## src/rtl/output_format_stage_if.sv

```systemverilog
// Result-path bus between the BKM iteration core, the output format stage
// and the FPU result port. Carries the upstream beat (valid/ready, format tag,
// X/Y lanes) and the downstream formatted beat (valid/ready, lanes, tag, flags).
// slave  : the format stage itself
// master : the environment that feeds beats in and drains results out
interface output_format_stage_if #(
   parameter int W = 64
) ();

   logic         s_valid;
   logic         s_ready;
   logic [2:0]   format;
   logic [W-1:0] X_in;
   logic [W-1:0] Y_in;

   logic         m_valid;
   logic         m_ready;
   logic [W-1:0] X_out;
   logic [W-1:0] Y_out;
   logic [2:0]   fmt_out;
   logic [1:0]   ovf_out;
   logic         err_out;

   modport slave (
      input  s_valid, format, X_in, Y_in, m_ready,
      output s_ready, m_valid, X_out, Y_out, fmt_out, ovf_out, err_out
   );

   modport master (
      output s_valid, format, X_in, Y_in, m_ready,
      input  s_ready, m_valid, X_out, Y_out, fmt_out, ovf_out, err_out
   );

endinterface

```

## src/rtl/output_format_stage.sv

```systemverilog
// Registered, flow-controlled output precision/format stage for the BKM FPU
// result path. Each accepted beat is formatted on the way in (narrowing to
// W/2 for 32-bit formats, zeroing Y for real formats, flagging invalid tags)
// and then held in a two-entry buffer: the output register plus one skid
// register, so s_ready never depends combinationally on m_ready.
// Overflowed lanes are counted at acceptance time in a saturating counter.
module output_format_stage #(
   parameter int W      = 64,
   parameter bit SAT_EN = 1'b1,
   parameter int CNT_W  = 16
) (
   input  logic               clk,
   input  logic               srst,
   input  logic               enable,
   input  logic               cnt_clr,
   output logic [CNT_W-1:0]   sat_cnt,
   output_format_stage_if.slave bus
);

   localparam int H   = W / 2;
   localparam int CW1 = CNT_W + 1;

   typedef enum logic [2:0] {
      FMT_REAL_32  = 3'd0,
      FMT_REAL_64  = 3'd1,
      FMT_CMPLX_32 = 3'd2,
      FMT_CMPLX_64 = 3'd3
   } fmt_e;

   typedef struct packed {
      logic [W-1:0] x;
      logic [W-1:0] y;
      logic [2:0]   fmt;
      logic [1:0]   ovf;
      logic         err;
   } beat_t;

   beat_t            out_q, out_d;
   beat_t            skid_q, skid_d;
   logic             outValid_q, outValid_d;
   logic             skidValid_q, skidValid_d;
   logic [CNT_W-1:0] cnt_q, cnt_d;

   beat_t            newBeat;
   logic [W:0]       narX;
   logic [W:0]       narY;
   logic             sReady;
   logic             accept;
   logic             pop;
   logic [CW1-1:0]   cntSum;

   // Narrow one lane to W/2 bits; result is {overflow, sign-extended value}.
   // A lane fits when its top H+1 bits are all equal (pure sign extension).
   function automatic logic [W:0] narrowLane(input logic [W-1:0] v);
      logic [H:0] top;
      logic       fits;
      top  = v[W-1:H-1];
      fits = (&top) | ~(|top);
      if (fits) begin
         narrowLane = {1'b0, v};
      end else if (SAT_EN) begin
         if (v[W-1]) begin
            narrowLane = {1'b1, {(H+1){1'b1}}, {(H-1){1'b0}}};
         end else begin
            narrowLane = {1'b1, {(H+1){1'b0}}, {(H-1){1'b1}}};
         end
      end else begin
         narrowLane = {1'b1, {H{v[H-1]}}, v[H-1:0]};
      end
   endfunction

   // Space exists while the skid is empty; the output register can always
   // take a beat then, because it either is empty or drains into nothing.
   assign sReady = enable & ~skidValid_q;
   assign accept = bus.s_valid & sReady;
   assign pop    = outValid_q & bus.m_ready & enable;

   // Format the incoming beat according to its tag.
   always_comb begin
      narX        = narrowLane(bus.X_in);
      narY        = narrowLane(bus.Y_in);
      newBeat     = '0;
      newBeat.fmt = bus.format;
      case (bus.format)
         FMT_REAL_32: begin
            newBeat.x      = narX[W-1:0];
            newBeat.ovf[0] = narX[W];
         end
         FMT_REAL_64: begin
            newBeat.x = bus.X_in;
         end
         FMT_CMPLX_32: begin
            newBeat.x   = narX[W-1:0];
            newBeat.y   = narY[W-1:0];
            newBeat.ovf = {narY[W], narX[W]};
         end
         FMT_CMPLX_64: begin
            newBeat.x = bus.X_in;
            newBeat.y = bus.Y_in;
         end
         default: begin
            newBeat.err = 1'b1;
         end
      endcase
   end

   // Buffer and counter next-state: strict FIFO order through the output
   // register and skid; the skid refills the output register on a pop.
   // A clear in the same cycle as an accept wins over the increment.
   always_comb begin
      out_d       = out_q;
      skid_d      = skid_q;
      outValid_d  = outValid_q;
      skidValid_d = skidValid_q;
      cnt_d       = cnt_q;
      cntSum      = {1'b0, cnt_q} + CW1'(newBeat.ovf[0]) + CW1'(newBeat.ovf[1]);
      if (enable) begin
         if (pop) begin
            if (skidValid_q) begin
               out_d       = skid_q;
               skidValid_d = 1'b0;
            end else if (accept) begin
               out_d = newBeat;
            end else begin
               outValid_d = 1'b0;
            end
         end else if (accept) begin
            if (!outValid_q) begin
               out_d      = newBeat;
               outValid_d = 1'b1;
            end else begin
               skid_d      = newBeat;
               skidValid_d = 1'b1;
            end
         end
         if (cnt_clr) begin
            cnt_d = '0;
         end else if (accept) begin
            cnt_d = cntSum[CNT_W] ? {CNT_W{1'b1}} : cntSum[CNT_W-1:0];
         end
      end
   end

   // State registers; synchronous reset drops any buffered beats.
   always_ff @(posedge clk) begin
      if (srst) begin
         out_q       <= '0;
         skid_q      <= '0;
         outValid_q  <= 1'b0;
         skidValid_q <= 1'b0;
         cnt_q       <= '0;
      end else begin
         out_q       <= out_d;
         skid_q      <= skid_d;
         outValid_q  <= outValid_d;
         skidValid_q <= skidValid_d;
         cnt_q       <= cnt_d;
      end
   end

   assign bus.s_ready = sReady;
   assign bus.m_valid = outValid_q;
   assign bus.X_out   = out_q.x;
   assign bus.Y_out   = out_q.y;
   assign bus.fmt_out = out_q.fmt;
   assign bus.ovf_out = out_q.ovf;
   assign bus.err_out = out_q.err;
   assign sat_cnt     = cnt_q;

endmodule
```

## src/flat_wrapper.sv

```systemverilog
// flat-port wrapper written by rule: the top's interface ports become plain ports
module output_format_stage_flat 
#(
   parameter int W      = 64,
   parameter bit SAT_EN = 1'b1,
   parameter int CNT_W  = 16
)
  (clk, srst, enable, cnt_clr, sat_cnt, bus_s_valid, bus_format, bus_X_in, bus_Y_in, bus_m_ready, bus_s_ready, bus_m_valid, bus_X_out, bus_Y_out, bus_fmt_out, bus_ovf_out, bus_err_out);
  output_format_stage_if #(.W(W)) bus_i ();
  input  logic clk;
  input  logic srst;
  input  logic enable;
  input  logic cnt_clr;
  output logic [CNT_W-1:0] sat_cnt;
  input wire logic [$bits(bus_i.s_valid)-1:0] bus_s_valid;
  input wire logic [$bits(bus_i.format)-1:0] bus_format;
  input wire logic [$bits(bus_i.X_in)-1:0] bus_X_in;
  input wire logic [$bits(bus_i.Y_in)-1:0] bus_Y_in;
  input wire logic [$bits(bus_i.m_ready)-1:0] bus_m_ready;
  output wire logic [$bits(bus_i.s_ready)-1:0] bus_s_ready;
  output wire logic [$bits(bus_i.m_valid)-1:0] bus_m_valid;
  output wire logic [$bits(bus_i.X_out)-1:0] bus_X_out;
  output wire logic [$bits(bus_i.Y_out)-1:0] bus_Y_out;
  output wire logic [$bits(bus_i.fmt_out)-1:0] bus_fmt_out;
  output wire logic [$bits(bus_i.ovf_out)-1:0] bus_ovf_out;
  output wire logic [$bits(bus_i.err_out)-1:0] bus_err_out;
  assign bus_i.s_valid = bus_s_valid;
  assign bus_i.format = bus_format;
  assign bus_i.X_in = bus_X_in;
  assign bus_i.Y_in = bus_Y_in;
  assign bus_i.m_ready = bus_m_ready;
  assign bus_s_ready = bus_i.s_ready;
  assign bus_m_valid = bus_i.m_valid;
  assign bus_X_out = bus_i.X_out;
  assign bus_Y_out = bus_i.Y_out;
  assign bus_fmt_out = bus_i.fmt_out;
  assign bus_ovf_out = bus_i.ovf_out;
  assign bus_err_out = bus_i.err_out;
  output_format_stage #(.W(W), .SAT_EN(SAT_EN), .CNT_W(CNT_W)) u_core (.clk(clk), .srst(srst), .enable(enable), .cnt_clr(cnt_clr), .sat_cnt(sat_cnt), .bus(bus_i));
endmodule
```

## config.mk

```make
export PLATFORM = sky130hd
export DESIGN_NAME = output_format_stage_flat
export DESIGN_NICKNAME = d
export VERILOG_FILES = /design/src/rtl/output_format_stage_if.sv /design/src/rtl/output_format_stage.sv /design/src/flat_wrapper.sv
export SDC_FILE = /design/constraint.sdc
export NUM_CORES = 1
export LEC_CHECK = 0
export ABC_AREA = 0
export CAP_MARGIN = 20
export CORE_MARGIN = 5
export CORE_UTILIZATION = 57
export CTS_CLUSTER_SIZE = 12
export DETAILED_ROUTE_END_ITERATION = 16
export DONT_BUFFER_PORTS = 1
export GPL_TIMING_DRIVEN = 0
export HOLD_SLACK_MARGIN = 0.15
export MAX_ROUTING_LAYER = met4
export PLACE_DENSITY_LB_ADDON = 0.05
export SETUP_SLACK_MARGIN = 0.2
export SLEW_MARGIN = 0
export SYNTH_ARGS = -nofsm -noshare
export SYNTH_HDL_FRONTEND = slang
export SYNTH_SLANG_ARGS = --single-unit
```

## constraint.sdc

```tcl
create_clock -name clk -period 3.5 [get_ports clk]
set_input_delay 0.875 -clock clk [delete_from_list [all_inputs] [get_ports clk]]
set_output_delay 0.875 -clock clk [all_outputs]
set_load 0.005 [all_outputs]
```

### Word-level counts from Yosys, hierarchy flattened

Index checks and enable logic that the tools add are counted.
Widths: inputs -> output; s select.

* bits of input ports: 137
* word-level logic and storage cells: 72
* output and inout bits: 152
* bits in registers: 286

* bitwise logic cells: 10
* multiplexer cells: 24
* $add $sub $neg: 2
* equality and inequality tests: 6
* reduce and logical (&&, ||, !) cells: 17

Operator list (number)
* $mux 134: 5
* $pmux 64 s2: 2
* $mux 65: 2
* $mux 64: 2
* $reduce_and 33->1: 2
* $reduce_or 33->1: 2
* $mux 16: 3
* $add 16x1->17: 1
* $add 17x1->17: 1
* $reduce_and 4->1: 3
* $mux 1: 10
* $reduce_bool 2->1: 4
* $eq 3x2->1 const B: 2
* $ne 2x2->1 const B: 3
* $and 1x1->1: 4
* $not 1->1: 4
* $reduce_or 2->1: 2
* $reduce_or 4->1: 1
* $eq 3x1->1 const B: 1
* $logic_not 3->1: 1
* $reduce_and 3->1: 1
* $or 1x1->1: 2
* $reduce_and 2->1: 1

### Depth between registers and ports, before layout

Gate-level depths: netlist of the first run.

* word-level depth: 10
* depth in mapped cells: 15
* mapped depth without buffers: 12

### Least setup slack after synthesis of the first run

OpenSTA, ideal clock, no wires.

* kind: input to register
* start point: input bus_Y_in[38]
* end point: register u_core.cnt_q[0], in the netlist u_core.sat_cnt[0]
* arrival: 3628 ps
* path slack: -199 ps
* path buffers: 3
* data required time: 3430 ps
* cell stages on the path: 15
* path through: nor4_1 -> nand4_1 -> or4_1 -> buf_2 -> clkbuf_1 -> nand3_1 -> fa_1 -> inv_1 -> ha_1 -> nand3_1 -> or3_1 -> nor3_1 -> clkbuf_1 -> o21ai_0 -> a21oi_1

* word-level cells in the longest chain between the ends: 9
* elaborated cells between the ends (all ways): 10
* classes of those cells: add/sub: 1; mux: 5; bitwise: 2; reduce/logical: 2

RTL lines
* start, declared: line flat_wrapper.sv:18 `input wire logic [$bits(bus_i.Y_in)-1:0] bus_Y_in;`
* $reduce_or 33->1: line output_format_stage.sv:58 `fits = (&top) | ~(|top);`
* $not 1->1: line output_format_stage.sv:58
* $or 1x1->1 (*): line output_format_stage.sv:58
* $mux 65 (*): line output_format_stage.sv:59 `if (fits) begin`
* $mux 1 (*): line output_format_stage.sv:84 `case (bus.format)`
* $add 17x1->17 (*): line output_format_stage.sv:116 `cntSum = {1'b0, cnt_q} + CW1'(newBeat.ovf[0]) + CW1'(newBeat.ovf[1]);`
* $mux 16 (*): line output_format_stage.sv:139 `cnt_d = cntSum[CNT_W] ? {CNT_W{1'b1}} : cntSum[CNT_W-1:0];`
* $mux 16 (*): line output_format_stage.sv:138 `end else if (accept) begin`
* $mux 16 (*): line output_format_stage.sv:136 `if (cnt_clr) begin`
* end signal, assigned: line output_format_stage.sv:157 `cnt_q <= cnt_d;`
* end, declared: line output_format_stage.sv:42 `logic [CNT_W-1:0] cnt_q, cnt_d;`

Mark *: on every way between the ends. The rest lies on a longest branch, timed or not. The select of a mux whose other input is x is not followed.
A chain may end at the register's enable or synchronous reset.

### Worst setup path in the final report of the first run

* start point: input bus_Y_in[58]
* end point: register u_core.cnt_q[7], in the netlist u_core.sat_cnt[7]

The elaborated chain is that of the path after synthesis.

==> results.json, run 1 <==
{
  "p_total_uw": 7540,
  "fillers": 2060,
  "postSynthAreaPerCell_um2": 8.44,
  "period_needed_ns": 3.15,
  "dpl.hpwl_um": 30700,
  "synthMuxAreaShare": 0,
  "crit_chain": "nor4_2, nand4_1, or4_1, buf_6, clkbuf_8, nand3_2, fa_2, inv_2, ha_4, nand3_2, or3_4, nor3_4, clkbuf_4, o21ai_1, a21oi_1",
  "criticalPathCategory": "in2reg",
  "io_pins": 289,
  "first_pass_iters": 5,
  "power_density_mw_per_mm2": 502,
  "syn2layout_area_growth_pct": 11.7,
  "num_vias": 13124,
  "detail_route.wl_per_cell_um": 22.1,
  "cts-buffers-inserted": 31,
  "synth-simple-area-share": 0.123,
  "cts-root-buf": "clkbuf_16",
  "nets": 1765,
  "dpl.cell_count": 1911,
  "syn_inst": 1592,
  "start_kind": "input port",
  "worstPathRequired_ns": 3.91,
  "yosys_warnings": 0,
  "hold_class": "in2reg",
  "post-cts-setup-buffers": 0,
  "clockBufferDepth": 3,
  "r2r-start": "u_core.bus.m_valid$_SDFFE_PP0P_",
  "ir_drop_mv": 0.345,
  "drc": 0,
  "place_congestion": 0.948,
  "synthTopCellsByArea": "dfxtp_1 43%, a21oi_1 7.0%, a31oi_1 6.1%",
  "worstHoldStart": "bus_m_ready",
  "grt_overflow": 0,
  "p_leak_uw": 0.00529,
  "synth_nets": 1731,
  "endpoint_kind": "flop",
  "grt_max_degree": 15,
  "regArea_mm2": 0.00573,
  "synth.distinct_cells": 50,
  "design_area_mm2": 0.0150,
  "synth_top_family_by_area": "compound AO/OA/AOI/OAI gates",
  "clkTransAtPathRegs_ns": 0.06,
  "rsz0062_at_grt": "false",
  "pre_cts_ws_ns": -0.428,
  "place_area_mm2": 0.0139,
  "synth-xor-area-share": 0,
  "multi_input_area_mm2": 0.00710,
  "async_flop_share": 0,
  "layout_commonest_cell": "dfxtp_1",
  "stdcell_count": 1966,
  "synth_top_area_frac": 0.426,
  "synth_seq_area_share": 0.426,
  "cpMostUsedCell": "nand3_2",
  "skew_ns": 0.0185,
  "initial_core_util": 0.576,
  "worst_slack_ns": 0.351,
  "cp_slowest_stage_delay_ns": 0.53,
  "critPathLaunch": "bus_Y_in[58]",
  "drv_cap": 0,
  "syn_area_mm2": 0.0134,
  "final_layout_size_suffix_gt1_frac": 0.0601,
  "path_max_fanout": 10,
  "hold_violations": 0,
  "grt_antenna_before_repair": 1,
  "slew_headroom": 0.230,
  "grt_pass1_wl_um": 68300,
  "layout_common_cells": "286 x dfxtp_1, 188 x a21oi_1, 162 x nand2_1",
  "synth-compound-area-share": 0.396,
  "yosysTopAreaCell": "dfxtp_1",
  "cts.sinks": 286,
  "max_freq_mhz": 318,
  "ctsHoldBuffers": 0,
  "setup_viol": 0,
  "ys_ff_latch": 286,
  "cts.repair.resized": 1,
  "die_area_mm2": 0.0268,
  "cts_tree": "yes",
  "cp_slowest_cell": "or4_1",
  "core.rowCount": 56,
  "synthFlopType": "dfxtp_1",
  "drt_iter0_markers": 1543,
  "arrival_ns": 3.56,
  "maxSlewViolCount": 0,
  "via_per_inst": 6.68,
  "worst_slew_pin_slew_ns": 1.15,
  "core_mm2": 0.0233,
  "finalWirelength_um": 43500,
  "synth_adder_area_share": 0.00242,
  "portBuffers": 0,
  "gr-usage-all-layers": 0.322,
  "clock_latency_ns": 0.56,
  "die_y_um": 164,
  "setup_tns_ns": 0,
  "ctsHtreeMaxLevel": 1,
  "ant_nets": 0,
  "period_share": 0.900,
  "synth_edf_count": 0,
  "grt_pass1_vias": 12303,
  "status": "completed",
  "fp.dieW_um": 164
}
==> sequential cells by signal (all words and copies together) (netlist names) <==
register,flops
u_core.skidValid_q,1
u_core.sat_cnt,16
u_core.bus.ovf_out,2
u_core.bus.X_out,64
u_core.bus.err_out,1
u_core.skid_q,134
u_core.bus.fmt_out,3
u_core.bus.Y_out,64
u_core.bus.m_valid,1
==> cell type report <==
class / instances / area share
multi-input cells: 1133 / 0.473
flip-flops and latches: 286 / 0.381
clock buffers: 46 / 0.0628
plain buffers: 167 / 0.0467
well taps: 319 / 0.0266
clock inverters: 7 / 0.00734
inverters: 6 / 0.00150
repair buffers: 1 / 0.000500
diodes: 1 / 0.000167
==> kinds of logic after synthesis <==
logic type | count (synthesis)
buffers and inverters | 173
DFF | 286
AOI/OAI and AO/OA | 771
adders and majority gates | 2
and+or+nand+nor | 360
==> worst max-delay path, delay by kind of cell <==
kind | cells | cell delay (ns)
AND/OR/NAND/NOR | 7 | 1.42
buffers and inverters | 4 | 0.59
adder cells (fa/ha/maj) | 2 | 0.40
AO/OA/AOI/OAI | 2 | 0.24
==> final timing paths <==
| path | end | slack [ns] | cells past startpoint |
|---|---|---|---|
| min | u_core.skidValid_q$_SDFFE_PP0P_ | 0.43 | 1 |
| max reg2reg | u_core.bus.Y_out[47]$_SDFFE_PP0P_ | 0.40 | 8 |
| min reg2reg | u_core.skid_q[3]$_SDFFE_PP0P_ | 0.46 | 2 |
| max | u_core.sat_cnt[7]$_SDFFE_PP0P_ | 0.35 | 15 |
==> report_power, final <==
part           internal [uW]  switching [uW]
Combinational            237             434
Clock                   2050            1330
Sequential              3370             107
==> per-stage QoR <==
stage | utilization | hold slack [ns]
finish | 0.643 | 0.428
global route | 0.643 | 0.435
CTS | 0.642 | 0.418
detailed placement | 0.597 | 0.449
global placement | 0.597 | 0.444
floorplan | - | 0.437
==> synth_stat cells (all sizes together), types with 6 or more instances <==
| cell type | instances |
|---|---|
| a211o | 62 |
| a211oi | 37 |
| a21boi | 32 |
| a21o | 62 |
| a21oi | 188 |
| a221o | 64 |
| a221oi | 32 |
| a31oi | 130 |
| buf | 31 |
| clkbuf | 136 |
| dfxtp | 286 |
| inv | 6 |
| nand2 | 162 |
| nand2b | 8 |
| nand3 | 10 |
| nand4 | 25 |
| nor2 | 90 |
| nor3 | 12 |
| nor4 | 20 |
| o21ai | 56 |
| o21bai | 65 |
| o31ai | 32 |
==> routing by layer <==
layer,wire length [um],GRT usage,vias to the layer above
li1,-,-,6175
met1,18400,0.434,6318
met2,19800,0.482,554
met3,4200,0.0838,77
met4,1170,0.0881,0
met5,0,-,-
Note: power is estimated with default switching activity, not from simulation.
==> inputs of run 2 (changes only) <==
--- a/config.mk
+++ b/config.mk
@@ -9,6 +9,7 @@
 export CAP_MARGIN = 20
 export CORE_MARGIN = 5
 export CORE_UTILIZATION = 57
+export CTS_BUF_LIST = sky130_fd_sc_hd__clkbuf_8 sky130_fd_sc_hd__clkbuf_16
 export CTS_CLUSTER_SIZE = 12
 export DETAILED_ROUTE_END_ITERATION = 16
 export DONT_BUFFER_PORTS = 1
==> results.json, run 2 (synthesized netlist as in run 1, its figures left out) <==
{
  "die_area_mm2": 0.0268,
  "crit_chain": "clkbuf_1, nand2b_4, nor2_4, nand3_2, fa_2, inv_2, ha_4, nand3_2, or3_4, nor3_4, clkbuf_4, o21ai_1, a21oi_1",
  "die_y_um": 164,
  "worstPathRequired_ns": 3.97,
  "grt_max_degree": 15,
  "path_buf_inv": 3,
  "drt_iter0_markers": 1513,
  "core.rowCount": 56,
  "maxSlewViolCount": 0,
  "detail_route.wl_per_cell_um": 22.2,
  "layout_commonest_cell": "dfxtp_1",
  "hold_violations": 0,
  "ant_nets": 0,
  "portBuffers": 0,
  "critPathTopFamily": "simple AND/OR/NAND/NOR gates",
  "initial_core_util": 0.576,
  "setup_viol": 0,
  "dpl.hpwl_um": 30700,
  "ir_drop_mv": 0.345,
  "gr-usage-all-layers": 0.321,
  "place_congestion": 0.948,
  "path_max_fanout": 10,
  "grt_overflow": 0,
  "grt_pass1_vias": 12310,
  "p_leak_uw": 0.00531,
  "arrival_ns": 3.61,
  "rsz0062_at_grt": "false",
  "power_density_mw_per_mm2": 501,
  "nets": 1765,
  "period_needed_ns": 3.14,
  "fp.dieW_um": 164,
  "layout_common_cells": "286 x dfxtp_1, 188 x a21oi_1, 162 x nand2_1",
  "skew_ns": 0.0173,
  "status": "completed",
  "io_pins": 289,
  "criticalPathCategory": "in2reg",
  "clock_latency_ns": 0.56,
  "slew_headroom": 0.258,
  "hold_ws_ns": 0.430,
  "worst_slew_pin_slew_ns": 1.10,
  "first_pass_iters": 6,
  "fillers": 2060,
  "finalWirelength_um": 43600,
  "period_share": 0.898,
  "cts-buffers-inserted": 31,
  "cp_slowest_cell": "fa_2",
  "cts_tree": "yes",
  "final_layout_size_suffix_gt1_frac": 0.0601,
  "post-cts-setup-buffers": 0,
  "syn2layout_area_growth_pct": 11.7,
  "grt_antenna_before_repair": 1,
  "clkTransAtPathRegs_ns": 0.06,
  "via_per_inst": 6.69,
  "cts.sinks": 286,
  "largest_reg_flops": 134,
  "drv_cap": 0,
  "clockBufferDepth": 3,
  "top_register": "u_core.skid_q",
  "grt_pass1_wl_um": 68400,
  "start_kind": "input port",
  "cpMostUsedCell": "nand3_2",
  "ctsHoldBuffers": 0,
  "max_freq_mhz": 318,
  "ctsHtreeMaxLevel": 1,
  "core_mm2": 0.0233,
  "num_vias": 13159,
  "cts-root-buf": "clkbuf_16",
  "endpoint_kind": "flop",
  "drc": 0,
  "setup_tns_ns": 0,
  "hold_class": "in2reg",
  "cp_slowest_stage_delay_ns": 0.43
}
## run 2: changes by cell type in the layout (fill, tap and decap cells not counted), sizes merged
| cell | delta |
|---|---|
| clkbuf | -4 |
| inv | +4 |
## run 2: layout make-up
| cell class | count | area [um2] | share of cell area |
|---|---|---|---|
| sequential | 286 | 5730 | 0.381 |
| multi-input combinational | 1133 | 7100 | 0.473 |
| buffer | 167 | 701 | 0.0467 |
| timing repair buffer | 1 | 7.51 | 0.000500 |
| tap | 319 | 399 | 0.0266 |
| inverter | 6 | 22.5 | 0.00150 |
| clock inverter | 11 | 125 | 0.00834 |
| clock buffer | 42 | 927 | 0.0618 |
| antenna | 1 | 2.50 | 0.000167 |
## run 2: where the power goes
group | total, uW | switching, uW | internal [uW]
sequential | 3480 | 108 | 3370
clock | 3370 | 1330 | 2040
combinational | 670 | 434 | 237
total | 7520 | 1870 | 5650
## run 2: what timing repair did
| item | CTS | global route |
|---|---|---|
| cloned | 0 | 0 |
| setup endpoints to repair | 10 | 12 |
| pin swaps | 0 | 0 |
| gates resized for setup | 1 | 4 |
## run 2: per-layer routing
layer | wire, um | global-route usage
met5 | 0 | -
met1 | 18500 | 0.433
met4 | 1140 | 0.0854
met2 | 19700 | 0.483
met3 | 4290 | 0.0838
## run 2: path summary, 6_finish.rpt
kind	from	end	slack, ns	cells past startpoint
max	bus_format[2]	u_core.sat_cnt[7]$_SDFFE_PP0P_	0.36	13
min	bus_m_ready	u_core.skidValid_q$_SDFFE_PP0P_	0.43	1
max reg2reg	u_core.bus.m_valid$_SDFFE_PP0P_	u_core.bus.Y_out[47]$_SDFFE_PP0P_	0.41	8
min reg2reg	u_core.skid_q[1]$_SDFFE_PP0P_	u_core.skid_q[1]$_SDFFE_PP0P_	0.46	2
## run 2: stage by stage
step                total power [uW]  area (um2)   util  setup slack, ns  instances
floorplan                       4010       13500      -            0.191       1592
global placement                4200       13900  0.597           -0.433       1911
detailed placement              4210       13900  0.597           -0.428       1911
CTS                             7530       15000  0.642            0.222       1964
global route                    7790       15000  0.643            0.208       1966
finish                          7520       15000  0.643            0.358       1966
